`src/rtl/mem_bus_arbiter.sv`:
```
// Arbiter sharing one memory port between fetch and data channels.
// Data wins unless a fetch has waited through MAX_D_STREAK data grants.
module mem_bus_arbiter #(
  parameter int BIT_WIDTH    = 32,
  parameter int MAX_D_STREAK = 4,
  parameter int TIMEOUT      = 64,
  parameter logic [BIT_WIDTH-1:0] ERR_DATA = 32'hdeadbeef
) (
  input  logic                 clk,
  input  logic                 rst,
  input  logic                 i_req,
  input  logic [BIT_WIDTH-1:0] IAD,
  output logic [BIT_WIDTH-1:0] IDT,
  output logic                 ACKI_n,
  input  logic                 MREQ,
  input  logic                 WRITE,
  input  logic [1:0]           SIZE,
  input  logic [BIT_WIDTH-1:0] DAD,
  input  logic [BIT_WIDTH-1:0] d_wdata,
  output logic [BIT_WIDTH-1:0] d_rdata,
  output logic                 ACKD_n,
  output logic                 bus_err,
  output logic                 m_req,
  output logic                 m_write,
  output logic [1:0]           m_size,
  output logic [BIT_WIDTH-1:0] m_addr,
  output logic [BIT_WIDTH-1:0] m_wdata,
  input  logic [BIT_WIDTH-1:0] m_rdata,
  input  logic                 m_ack_n
);

  localparam int TW = $clog2(TIMEOUT + 1);
  localparam int SW = $clog2(MAX_D_STREAK + 1);

  typedef enum logic [1:0] {
    IDLE, IBUSY, DBUSY, DONE
  } state_e;

  state_e               state_q, state_d;
  logic                 m_req_q, m_req_d;
  logic                 m_write_q, m_write_d;
  logic [1:0]           m_size_q, m_size_d;
  logic [BIT_WIDTH-1:0] m_addr_q, m_addr_d;
  logic [BIT_WIDTH-1:0] m_wdata_q, m_wdata_d;
  logic [BIT_WIDTH-1:0] idt_q, idt_d;
  logic [BIT_WIDTH-1:0] d_rdata_q, d_rdata_d;
  logic                 acki_n_q, acki_n_d;
  logic                 ackd_n_q, ackd_n_d;
  logic                 bus_err_q, bus_err_d;
  logic [SW-1:0]        streak_q, streak_d;
  logic [TW-1:0]        timer_q, timer_d;

  logic                 d_win;
  logic                 fin;
  logic                 tmo;
  logic [BIT_WIDTH-1:0] rdata;

  always_comb begin
    state_d   = state_q;
    m_req_d   = m_req_q;
    m_write_d = m_write_q;
    m_size_d  = m_size_q;
    m_addr_d  = m_addr_q;
    m_wdata_d = m_wdata_q;
    idt_d     = idt_q;
    d_rdata_d = d_rdata_q;
    acki_n_d  = 1'b1;
    ackd_n_d  = 1'b1;
    bus_err_d = 1'b0;
    streak_d  = streak_q;
    timer_d   = timer_q;
    d_win = MREQ &&
      (!i_req || streak_q < SW'(MAX_D_STREAK));
    // an ack on the timeout edge takes precedence
    tmo   = m_ack_n && timer_q == TW'(TIMEOUT - 1);
    fin   = !m_ack_n || tmo;
    rdata = m_ack_n ? ERR_DATA : m_rdata;
    unique case (state_q)
      IDLE: begin
        if (d_win) begin
          state_d   = DBUSY;
          m_req_d   = 1'b1;
          m_write_d = WRITE;
          m_size_d  = SIZE;
          m_addr_d  = DAD;
          m_wdata_d = d_wdata;
          timer_d   = '0;
          streak_d  = i_req ? streak_q + SW'(1) : '0;
        end else if (i_req) begin
          state_d   = IBUSY;
          m_req_d   = 1'b1;
          m_write_d = 1'b0;
          m_size_d  = 2'b00;
          m_addr_d  = IAD;
          timer_d   = '0;
          streak_d  = '0;
        end else begin
          streak_d  = '0;
        end
      end
      IBUSY, DBUSY: begin
        if (fin) begin
          state_d   = DONE;
          m_req_d   = 1'b0;
          bus_err_d = tmo;
          if (state_q == IBUSY) begin
            idt_d    = rdata;
            acki_n_d = 1'b0;
          end else begin
            d_rdata_d = rdata;
            ackd_n_d  = 1'b0;
          end
        end else begin
          timer_d = timer_q + TW'(1);
        end
      end
      DONE: state_d = IDLE;
    endcase
  end

  always_ff @(posedge clk or negedge rst) begin
    if (!rst) begin
      state_q   <= IDLE;
      m_req_q   <= 1'b0;
      m_write_q <= 1'b0;
      m_size_q  <= 2'b00;
      m_addr_q  <= '0;
      m_wdata_q <= '0;
      idt_q     <= '0;
      d_rdata_q <= '0;
      acki_n_q  <= 1'b1;
      ackd_n_q  <= 1'b1;
      bus_err_q <= 1'b0;
      streak_q  <= '0;
      timer_q   <= '0;
    end else begin
      state_q   <= state_d;
      m_req_q   <= m_req_d;
      m_write_q <= m_write_d;
      m_size_q  <= m_size_d;
      m_addr_q  <= m_addr_d;
      m_wdata_q <= m_wdata_d;
      idt_q     <= idt_d;
      d_rdata_q <= d_rdata_d;
      acki_n_q  <= acki_n_d;
      ackd_n_q  <= ackd_n_d;
      bus_err_q <= bus_err_d;
      streak_q  <= streak_d;
      timer_q   <= timer_d;
    end
  end

  assign m_req   = m_req_q;
  assign m_write = m_write_q;
  assign m_size  = m_size_q;
  assign m_addr  = m_addr_q;
  assign m_wdata = m_wdata_q;
  assign IDT     = idt_q;
  assign d_rdata = d_rdata_q;
  assign ACKI_n  = acki_n_q;
  assign ACKD_n  = ackd_n_q;
  assign bus_err = bus_err_q;

endmodule

```
`config.mk`:
```
export PLATFORM = sky130hd
export DESIGN_NAME = mem_bus_arbiter
export DESIGN_NICKNAME = d
export VERILOG_FILES = /design/src/rtl/mem_bus_arbiter.sv
export SDC_FILE = /design/constraint.sdc
export NUM_CORES = 1
export LEC_CHECK = 0
export BUFFER_PORTS_ARGS = -buffer_cell sky130_fd_sc_hd__buf_2
export CAP_MARGIN = 30
export CORE_ASPECT_RATIO = 1.2
export CORE_MARGIN = 8
export CORE_UTILIZATION = 49
export CTS_BUF_LIST = sky130_fd_sc_hd__clkbuf_4
export CTS_CLUSTER_SIZE = 40
export DETAILED_ROUTE_END_ITERATION = 16
export PLACE_DENSITY = 0.93
export SYNTH_ARGS = -nofsm -noshare
export SYNTH_HDL_FRONTEND = slang
export SYNTH_SLANG_ARGS = --single-unit
```
`constraint.sdc`:
```
create_clock -name clk -period 2.6 [get_ports clk]
set_clock_uncertainty 0.15 [all_clocks]
set_input_delay 0.52 -clock clk [delete_from_list [all_inputs] [get_ports clk]]
set_output_delay 0.52 -clock clk [all_outputs]
set_load 0.01 [all_outputs]
```
==> reports/qor.yml <==
run_status:
  status: "completed"
job:
  cap_violations: 0
synth:
  synth_top_area_cell: "dfrtp_1"
  synth_xor_area_share_pct: 0.147
  synth_area_leaders: "dfrtp_1 61%, mux2i_1 6.2%, o22a_1 5.9%"
  yosys.area_share.simple_pct: 5.45
  syn_area_um2: 5950
  synth-async-reset-ratio_pct: 100
  synth_warnings: 0
  synth-seq-cells: 147
  yosys-top-cells-count: "145 x dfrtp_1, 40 x nand2_1, 40 x o22a_1, 37 x mux2i_1, 35 x o21ai_0"
  syn_avg_cell_area_um2: 13.3
  yosys.cell_types.count: 40
  synthAdderAreaFrac_pct: 1.05
  ys.flop_type: "dfrtp_1"
  synth_top_family_by_area: "compound AO/OA/AOI/OAI gates"
  muxShareOfSynthArea_pct: 12.3
  synth_cells: 448
  ys_seq_area_share_pct: 61.9
  synth-edff-count: 0
  synth.most_common_cell: "dfrtp_1"
  synth_compound_area_share_pct: 15.9
  synth_top_area_share_pct: 61.0
  synth_nets: 589
critical_path:
  crit_path_frequent_cell: "nor3b_1"
  r2r_cells: 6
  critical_path.max_stage_delay_ns: 0.38
  crit_slowest_cell: "dfrtp_1"
  path_class: "flip-flop to flip-flop"
  required_ns: 2.86
  cp_data_arrival_time_ns: 2.26
  cp_cell_sequence: "inv_1 > ha_1 > nor3b_1 > a21o_1 > nor3b_1 > a221o_1"
  crit_fanout: 9
  r2r_slack_ns: 0.60
  critPathCaptureType: "flip-flop"
  worstSetupStartpointType: "flip-flop"
place:
  io_buffer_count: 270
  placed_cells: 864
  place.gp.congestion: 0.803
  dpl.hpwl_mm: 12.3
timing:
  relSlewSlack_pct: 35.3
  hold_violations: 0
  tightest_slew_ns: 0.967
  finalSetupViolCount: 0
  fin_tns_setup_ns: 0
  min_period_ns: 2.00
  clock.fmax_mhz: 499
  drv_slew: 0
  rsz0062_at_grt: "false"
  finalCritPeriodShare_pct: 77.1
  hold-worst-slack_ns: 0.0681
floorplan:
  core_um2: 12000
  initial_utilization_pct: 49.6
  pin_count: 271
  die_area_um2: 15900
  dieHeight_um: 137
  num_rows: 44
  die_x_um: 117
cts:
  cts_buffers: 17
  cts_tree: "built"
  cts.clk_slew.worst_paths_ns: 0.13
  clk_latency_ns: 0.51
  ctsResizeCount: 0
  cts.sinks: 147
  clk_path_buf_depth: 2
  ctsRootBufferMaster: "clkbuf_4"
  h-tree-depth: 4
power_and_ir_drop:
  leakagePower_nw: 3.93
  power.total_w: 0.00981
  power.density_nw_per_um2: 1240
  peakVddDrop_mv: 0.632
route:
  drtAntennaViolNets: 0
  drt-total-wl_mm: 16.1
  firstDrtPassIters: 4
  viasPerCell: 5.18
  wire_per_inst_um: 17.8
  post-route-drc-count: 0
  drt-initial-drc-count: 145
  vias: 4681
layout:
  drive_gt1_share_pct: 49.4
  fill_cells: 959
  areaGrowthSynthToFinish_pct: 33.0
  nets: 871
  antenna_cells: 0
  instances_no_fill: 904
grt:
  antenna_found_initial: 0
  track_usage_pct: 20.1
  grt_pass1_vias: 5049
  grt_pass1_wl_mm: 24.9
  grt_start_max_net_pins: 52
  grt.overflow.total: 0
hold_path:
  worstHoldPathCells: 2
  hold_path_class: "input pin to flip-flop"
-- power breakdown --
part           internal (W)  leakage, nW  switching (W)
registers           0.00336         1.72       0.000588
clock network      0.000812        0.191       0.000897
logic               0.00196         2.02        0.00219
-- timing repair --
| action | CTS | global route |
|---|---|---|
| hold endpoints to repair | 46 | 7 |
| buffers inserted | 0 | 0 |
| hold buffers | 1 | 7 |
-- per-stage QoR --
stage | setup slack, ns | util [%] | instance area, µm²
global placement | 0.474 | 62.3 | 7480
detailed placement | 0.426 | 62.3 | 7480
floorplan | 0.785 | - | 5950
global route | 0.420 | 65.9 | 7910
CTS | 0.580 | 65.3 | 7840
finish | 0.596 | 65.9 | 7910
-- layout by cell type, fill, tap and decap left out, types with 2 or more instances in the layout --
| cell type | count |
|---|---|
| buf_2 | 269 |
| dfrtp_1 | 145 |
| nand2_1 | 40 |
| o22a_1 | 40 |
| mux2i_1 | 37 |
| o21ai_0 | 35 |
| mux2_2 | 30 |
| clkbuf_4 | 17 |
| a22o_1 | 16 |
| buf_4 | 13 |
| o22a_2 | 8 |
| dlygate4sd3_1 | 8 |
| nor2_1 | 7 |
| inv_6 | 7 |
| a21oi_1 | 6 |
| a32o_1 | 5 |
| ha_1 | 5 |
| inv_1 | 4 |
| nand3_1 | 4 |
| bufinv_16 | 4 |
| inv_8 | 4 |
| nand2b_1 | 3 |
| nor3b_1 | 3 |
| dfstp_2 | 2 |
| and3_2 | 2 |
| a21oi_4 | 2 |
| inv_4 | 2 |
| nor2b_1 | 2 |
| nand4_1 | 2 |
| a21o_1 | 2 |
| a31oi_1 | 2 |
| a221o_1 | 2 |
| mux2_1 | 2 |
-- critical path, delay by kind of cell, from the launching register on --
kind,cells,cell delay (ns)
AOI/OAI and AO/OA,2,0.62
adders and majority gates,1,0.25
DFF,1,0.38
buffers and inverters,1,0.11
and+or+nand+nor,2,0.40
-- per-layer routing --
metal / track usage (%) / share of wire, % / up-vias
met5: 0 / 0 / -
met4: 5.99 / 1.2 / 0
met3: 7.99 / 10 / 20
met2: 35.9 / 52 / 172
met1: 21.4 / 36 / 2284
li1: - / - / 2205
-- sequential cells by signal, summed over array words and instances, names as in the netlist --
name,count
timer_q,7
d_rdata,32
m_wdata,32
streak_q,3
ACKD_n,1
m_write,1
IDT,32
bus_err,1
m_req,1
ACKI_n,1
m_size,2
state_q,2
m_addr,32
-- cell families (layout without fill, tap and decap cells) --
kind of cell / Yosys count / in the layout
flops: 147 / 147
compound gates: 123 / 123
mux: 69 / 69
simple gates: 68 / 68
buf+inv: 35 / 330
fa+ha+maj: 5 / 5
xor+xnor: 1 / 1
-- final cells by class --
| cell class | instances | area [µm²] | area share, % |
|---|---|---|---|
| Multi-Input combinational cell | 266 | 2090 | 26.4 |
| Tap cell | 161 | 201 | 2.55 |
| Clock buffer | 17 | 128 | 1.61 |
| Sequential cell | 147 | 3680 | 46.5 |
| Clock inverter | 15 | 226 | 2.86 |
| Inverter | 6 | 27.5 | 0.348 |
| Timing Repair Buffer | 292 | 1560 | 19.7 |
-- worst paths after layout --
kind	startpoint	end
setup reg to reg	state_q[1]	timer_q[3]
hold reg to reg	m_addr[22]	m_addr[22]
max in group asynchronous	rst	m_wdata[23]
min in group asynchronous	rst	IDT[20]
setup / recovery	state_q[1]	timer_q[3]
hold / removal	d_wdata[8]	m_wdata[8]
(Power assumes the default switching activity.)
